### config.mk
export PLATFORM = sky130hd
export DESIGN_NAME = fetch_pc_gen
export DESIGN_NICKNAME = d
export VERILOG_FILES = /design/src/rtl/fetch_pc_gen.sv
export SDC_FILE = /design/constraint.sdc
export NUM_CORES = 1
export LEC_CHECK = 0
export CAP_MARGIN = 20
export CORE_MARGIN = 2
export CORE_UTILIZATION = 35
export CTS_CLUSTER_SIZE = 24
export DETAILED_ROUTE_END_ITERATION = 8
export DONT_BUFFER_PORTS = 1
export PLACE_DENSITY_LB_ADDON = 0.12
export SYNTH_ARGS = -nofsm -noshare
export SYNTH_HDL_FRONTEND = slang
export SYNTH_SLANG_ARGS = --single-unit
### constraint.sdc
create_clock -name clk -period 3.3 [get_ports clk]
set_input_delay 0.495 -clock clk [delete_from_list [all_inputs] [get_ports clk]]
set_output_delay 0.495 -clock clk [all_outputs]
set_load 0.03 [all_outputs]
### src/rtl/fetch_pc_gen.sv
// Instruction-fetch PC generator for the in-order RV64 front end.
// Owns the architectural fetch PC and keeps at most one request in flight on
// the instruction bus. The returned word is held in a single-entry buffer
// until decode accepts it. A redirect from execute steers fetch to a new PC;
// a response that is still owed to the bus for a wrong-path request is
// absorbed in FLUSH so the bus address never changes mid-request.
module fetch_pc_gen #(
  parameter logic [63:0] RESET_PC = 64'h8000_0000
) (
  input  logic        clk,
  input  logic        reset_n,
  output logic        ireq_valid,
  output logic [63:0] ireq_addr,
  input  logic        iresp_data_ok,
  input  logic [31:0] iresp_data,
  input  logic        redirect_valid,
  input  logic [63:0] redirect_target,
  output logic        if_valid,
  input  logic        if_ready,
  output logic [63:0] if_pc,
  output logic [31:0] if_instr
);

  typedef enum logic [1:0] {
    FETCH = 2'd0,  // request req_pc_q on the bus
    HOLD  = 2'd1,  // buffer full, waiting for decode
    FLUSH = 2'd2   // wrong-path request still owed a response
  } state_e;

  state_e      state_q, state_d;
  logic [63:0] pc_q, pc_d;
  logic [63:0] req_pc_q, req_pc_d;
  logic        buf_valid_q, buf_valid_d;
  logic [63:0] buf_pc_q, buf_pc_d;
  logic [31:0] buf_instr_q, buf_instr_d;

  logic [63:0] target;
  logic        req_active;
  logic        unused_target_bits;

  // Instructions are 4-byte aligned; the low target bits are forced to zero.
  assign target             = {redirect_target[63:2], 2'b00};
  assign unused_target_bits = ^redirect_target[1:0];

  // Bus request is live in FETCH and FLUSH. The state register resets to
  // FETCH, so the request is also gated by reset_n to keep the bus quiet
  // while reset is held and to present RESET_PC as soon as it is released.
  assign req_active = (state_q == FETCH) || (state_q == FLUSH);
  assign ireq_valid = reset_n & req_active;
  assign ireq_addr  = ireq_valid ? req_pc_q : 64'd0;

  // Decode side: a redirect cycle must never complete a handshake.
  assign if_valid = buf_valid_q & ~redirect_valid;
  assign if_pc    = buf_pc_q;
  assign if_instr = buf_instr_q;

  // Next-state decode for the fetch FSM, redirect taking priority everywhere.
  always_comb begin
    // NOTE: every signal gets a default up front so no path infers a latch.
    state_d     = state_q;
    pc_d        = pc_q;
    req_pc_d    = req_pc_q;
    buf_valid_d = buf_valid_q;
    buf_pc_d    = buf_pc_q;
    buf_instr_d = buf_instr_q;

    unique case (state_q)
      FETCH: begin
        if (redirect_valid) begin
          pc_d = target;
          if (iresp_data_ok) begin
            // Response retires the request; drop it and restart at target.
            req_pc_d = target;
          end else begin
            // Request still open; its response must be swallowed first.
            state_d = FLUSH;
          end
        end else if (iresp_data_ok) begin
          buf_valid_d = 1'b1;
          buf_pc_d    = req_pc_q;
          buf_instr_d = iresp_data;
          pc_d        = req_pc_q + 64'd4;  // wraps modulo 2^64
          state_d     = HOLD;
        end
      end

      HOLD: begin
        if (redirect_valid) begin
          buf_valid_d = 1'b0;
          pc_d        = target;
          req_pc_d    = target;
          state_d     = FETCH;
        end else if (buf_valid_q && if_ready) begin
          buf_valid_d = 1'b0;
          req_pc_d    = pc_q;
          state_d     = FETCH;
        end
      end

      FLUSH: begin
        // Newest redirect wins; the bus address stays on the old request.
        if (redirect_valid) begin
          pc_d = target;
          if (iresp_data_ok) begin
            req_pc_d = target;
            state_d  = FETCH;
          end
        end else if (iresp_data_ok) begin
          req_pc_d = pc_q;
          state_d  = FETCH;
        end
      end

      default: begin
        state_d     = FETCH;
        buf_valid_d = 1'b0;
      end
    endcase
  end

  // State, PC and buffer registers; reset clears everything asynchronously.
  always_ff @(posedge clk or negedge reset_n) begin
    if (!reset_n) begin
      state_q     <= FETCH;
      pc_q        <= RESET_PC;
      req_pc_q    <= RESET_PC;
      buf_valid_q <= 1'b0;
      // NOTE: the buffer payload is reset too so if_pc/if_instr read 0 in reset.
      buf_pc_q    <= 64'd0;
      buf_instr_q <= 32'd0;
    end else begin
      // NOTE: non-blocking assignments so all registers update together.
      state_q     <= state_d;
      pc_q        <= pc_d;
      req_pc_q    <= req_pc_d;
      buf_valid_q <= buf_valid_d;
      buf_pc_q    <= buf_pc_d;
      buf_instr_q <= buf_instr_d;
    end
  end

endmodule

# Word-level counts from Yosys, hierarchy flattened
# Cells that the tools add are included.
# totals
ff_bits	227
latch_bits	0
ramBits	0
romBits	0
input_bits	101
out_inout_bits	162
elab_cells	57
memories	0
# classes
add_sub_neg	1
n_mul	0
n_div	0
magnitude_cmp	0
eq_ne	11
shifts	0
n_mux	24
n_bitwise	4
reduce_logical	11
# op_table
operator	count
64-bit 2-to-1 mux	10
64-bit one-hot mux with 3 select lines	1
64-bit one-hot mux with 2 select lines	1
64-bit by 3-bit adder with 64-bit output (second input constant)	1
2-bit 2-to-1 mux	6
3-bit inequality test (second input constant)	4
4-bit AND reduction	3
2-bit inequality test (second input constant)	4
2-bit one-hot mux with 3 select lines	1
3-bit AND reduction	2
1-bit 2-to-1 mux	4
1-bit one-hot mux with 3 select lines	1
3-bit nonzero test	1
1-bit bitwise AND	2
2-bit by 1-bit == test with 1-bit output (second input constant)	1
2-bit == test (second input constant)	1
2-bit zero test	1
2-bit by 1-bit inequality test with 1-bit output (second input constant)	1
1-bit NOT	2
2-bit nonzero test	1
2-bit OR reduction	1
1-bit logical AND	1
1-bit logical OR	1

# Logic depth before layout (Yosys ltp)
# logic_depth
word_depth	4
mapped_depth	9
mapped_depth_nobuf	7

# Worst setup path before layout
# OpenSTA, ideal clock, no wires.
# synth_path
path_kind	register -> register
startpoint	register state_q[0]
endpoint	register pc_q[62]
setup_ns	0.069
arrival_time_ns	2.320
t_required_ns	3.231
slack_ns	0.911
path_stages_with_launch	9
n_path_buf	3
period_less_slack_ns	2.389
path_cell_list	dfrtp_1 inv_1 ha_1 clkbuf_1 nor4_1 clkbuf_1 clkbuf_1 o211ai_1 nand3_1
# synth_via
elab_chain_cells	4
elab_cells_between_ends	9
cone_classes	eq/ne (4); mux (1); reduce/logical (4)
# synth_rtl
element	line	source
from (decl)	30	state_e state_q, state_d;
from (signal assigned)	133	state_q <= state_d;
2-bit == test or 2-bit by 1-bit == test with 1-bit output (tied branches)	67	unique case (state_q)
2-bit OR reduction (no line)	-	
2-bit by 1-bit inequality test with 1-bit output (no line) or 2-bit nonzero test (tied branches)	-	
3-bit AND reduction (no line)	-	
to (signal assigned)	134	pc_q <= pc_d;
to (decl)	31	logic [63:0] pc_q, pc_d;
# Parallel ways exist; a longest one is shown, timed or not.
# A chain may end at the register's enable or synchronous reset.

# Worst setup path in the final report
# layout_path
startpoint	register state_q[0]
endpoint	output port ireq_addr[39]
# layout_via
elab_chain_cells	4
elab_cells_between_ends	5
cone_classes	eq/ne (1); mux (1); bitwise (1); reduce/logical (2)
# layout_rtl
element	line	source
2-bit == test or 2-bit zero test (tied branches)	48	assign req_active = (state_q == FETCH) || (state_q == FLUSH);
1-bit logical OR (*)	48	
1-bit bitwise AND (*)	49	assign ireq_valid = reset_n & req_active;
64-bit 2-to-1 mux (*)	50	assign ireq_addr = ireq_valid ? req_pc_q : 64'd0;
to (decl)	13	output logic [63:0] ireq_addr,
# Every way passes the cells marked *; elsewhere a longest branch is shown, timed or not.

==> results_dict.tcl <==
set metrics [dict create \
    synth-edff-count 0 \
    finalCritPeriodShare 0.880 \
    ctsResizeCount 0 \
    setup.worst_path.class "flip-flop to output pin" \
    clock_sink_count 227 \
    clk_latency_ns 0.55 \
    start_util 0.357 \
    place_inst 1581 \
    first_pass_iters 5 \
    fin_nets 1269 \
    cp_cell_sequence "inv_1 > ha_1 > o21a_2 > buf_12 > and2_1" \
    hold_path_class "primary input to async pin" \
    htreeDepth 1 \
    status "finished, violations left" \
    holdWs_ns -0.352 \
    finalSetupViolCount 0 \
    grt_pass1_vias 9571 \
    synth_cell_types 52 \
    drc 0 \
    diodes 0 \
    final_common_cell "dfrtp_1" \
    finalHoldViolCount 227 \
    async_flop_share 1.00 \
    finClkSkew_ns 0.0130 \
    cp.arrival_ns 2.41 \
    cellLeakagePower_nw 5.46 \
    maxCapViolCount 0 \
    io_pins 263 \
    tightest_slew_ns 0.872 \
    detail_route.iter0.violations 549 \
    area_growth_pct 12.0 \
    syn-instance-count 1208 \
    gr-total-overflow 0 \
    coreArea_um2 33700 \
    yosys_warnings 0 \
    die_x_um 189 \
    p_per_area_nw_per_um2 1130 \
    detail_route.wl_per_cell_um 23.8 \
    fmax_mhz 344 \
    r2r_cells 6 \
    peakVddDrop_uv 592 \
    layout_setup_ws_ns 0.396 \
    dp_slack_ns 0.585 \
    clkTransAtPathRegs_ns 0.06 \
    dieArea_um2 35900 \
    cp-start-kind "flip-flop" \
    fin_crit_ns 2.90 \
    crit_fanout 55 \
    via_per_inst 5.85 \
    max_stage_delay_ns 0.42 \
    grt_use_total 0.213 \
    ant_nets 0 \
    tns_ns 0 \
    dpl.hpwl_mm 25.4 \
    cts_tree "built" \
    rrSetupSlack_ns 0.58 \
    wl_mm 38.7 \
    io_buffers 0 \
    final_cells 1630 \
    layout_common_cells "dfrtp_1, nand2_1, o21ai_0, mux2_2, and2_1" \
    path_buf_inv 2 \
    fp.dieH_um 189 \
    synth_ff_type "dfrtp_1" \
    layout-drive-gt1-share 0.170 \
    rsz0062_at_grt "no" \
    cp_slowest_cell "dfrtp_1" \
    endpoint_kind "output pin" \
    rr_startpoint "req_pc_q[3]" \
    gp_congestion 0.777 \
    critPathTopFamily "flip-flops" \
    postCtsSetupBuffers 0 \
    rows 67 \
    cts.path.max_buffers 3 \
    worst_r2r_endpoint "pc_q[22]" \
    dr_total_vias 9539 \
    synth_seq_cells 227 \
    power_mw 15.2 \
    syn-num-nets 1314 \
    slew_headroom 0.417 \
    netlist_area_um2 12000 \
    antenna_found_initial 0 \
    yosysSeqAreaShare 0.472 \
    numCtsBuffers 28 \
    cp.required_ns 2.80 \
    drv_slew 0 \
    grt_pass1_wl_mm 59.9 \
    cts_root_buf "clkbuf_16" \
    syn_area_per_cell_um2 9.96 \
    violations "negative hold slack" \
    grt_max_degree 229 \
]
[cells by family (layout without fill, tap and decap cells)]
logic type / Yosys count / after routing / share of synthesized area
compound gates: 297 / 297 / 0.175
mux: 109 / 109 / 0.101
xor+xnor: 31 / 31 / 0.0226
simple gates: 409 / 409 / 0.183
buf+inv: 130 / 104 / 0.0417
flops: 227 / 227 / 0.472
fa+ha+maj: 5 / 5 / 0.00520
[metal layers]
metal  track usage  vias up  part of all wire
li1              -     4412                 -
met1         0.293     4807              0.46
met2         0.341      265              0.45
met3        0.0487       55             0.065
met4        0.0528        0             0.023
met5             0        -                 0
[worst register-to-register path, cell delays in order (launching register included)]
cell and delay (ns):
dfrtp_1 0.55, ha_1 0.42, nand2_1 0.23, or4_1 0.70
or4_1 0.46, a31oi_1 0.19, a21o_1 0.10
[through the flow]
stage,instance area [µm²],util
finish,13500,0.400
global route,13500,0.400
CTS,13500,0.400
detailed placement,12600,0.373
global placement,12600,0.373
floorplan,12000,-
[report_power, final]
group	switching (mW)	internal, mW
registers	2.30	4.05
logic	3.61	2.24
clock network	1.21	1.78
[final cells by class]
class | count | area [µm²]
Clock buffer | 40 | 817
Clock inverter | 9 | 75.1
Fill cell | 3347 | 20200
Inverter | 12 | 45.0
Multi-Input combinational cell | 851 | 5910
Sequential cell | 227 | 5680
Tap cell | 448 | 561
Timing Repair Buffer | 43 | 389
[state kept, by name (all words and copies together) (netlist names)]
name         cells
pc_q            64
req_pc_q        64
if_pc           64
state_q          2
if_instr        32
buf_valid_q      1
[worst max-delay path by stage]
stage | start | endpoint | slack (ns) | depth (start not counted)
2_1_floorplan | state_q[0] | pc_q[62] | 0.91 | 8
3_3_place_gp | state_q[0] | req_pc_q[11] | 0.58 | 8
3_5_place_dp | req_pc_q[3] | pc_q[22] | 0.59 | 6
4_1_cts | state_q[0] | ireq_addr[39] | 0.33 | 5
5_1_grt | state_q[0] | ireq_addr[32] | 0.24 | 5
6_report | state_q[0] | ireq_addr[39] | 0.40 | 5
[synth_stat cells (6+ instances only)]
master,count,area share
nand3_1,50,0.021
a21oi_1,7,0.0029
o21ai_0,103,0.043
inv_1,12,0.0037
buf_1,6,0.0019
dfrtp_1,225,0.47
or4_1,20,0.012
nand2_1,112,0.035
xor2_1,8,0.0058
and4_1,8,0.0058
a32oi_1,40,0.029
a221o_1,13,0.011
o211ai_1,7,0.0044
and2_1,85,0.044
clkbuf_1,106,0.033
a22oi_1,49,0.031
xnor2_1,23,0.017
nand4_1,28,0.015
nor4_1,29,0.015
mux2_2,95,0.089
nor3_1,22,0.0091
nor2_1,26,0.0081
a22o_1,54,0.039
mux2i_1,13,0.011
and3_1,9,0.0047
No activity file was read; power rests on OpenSTA's default activity.
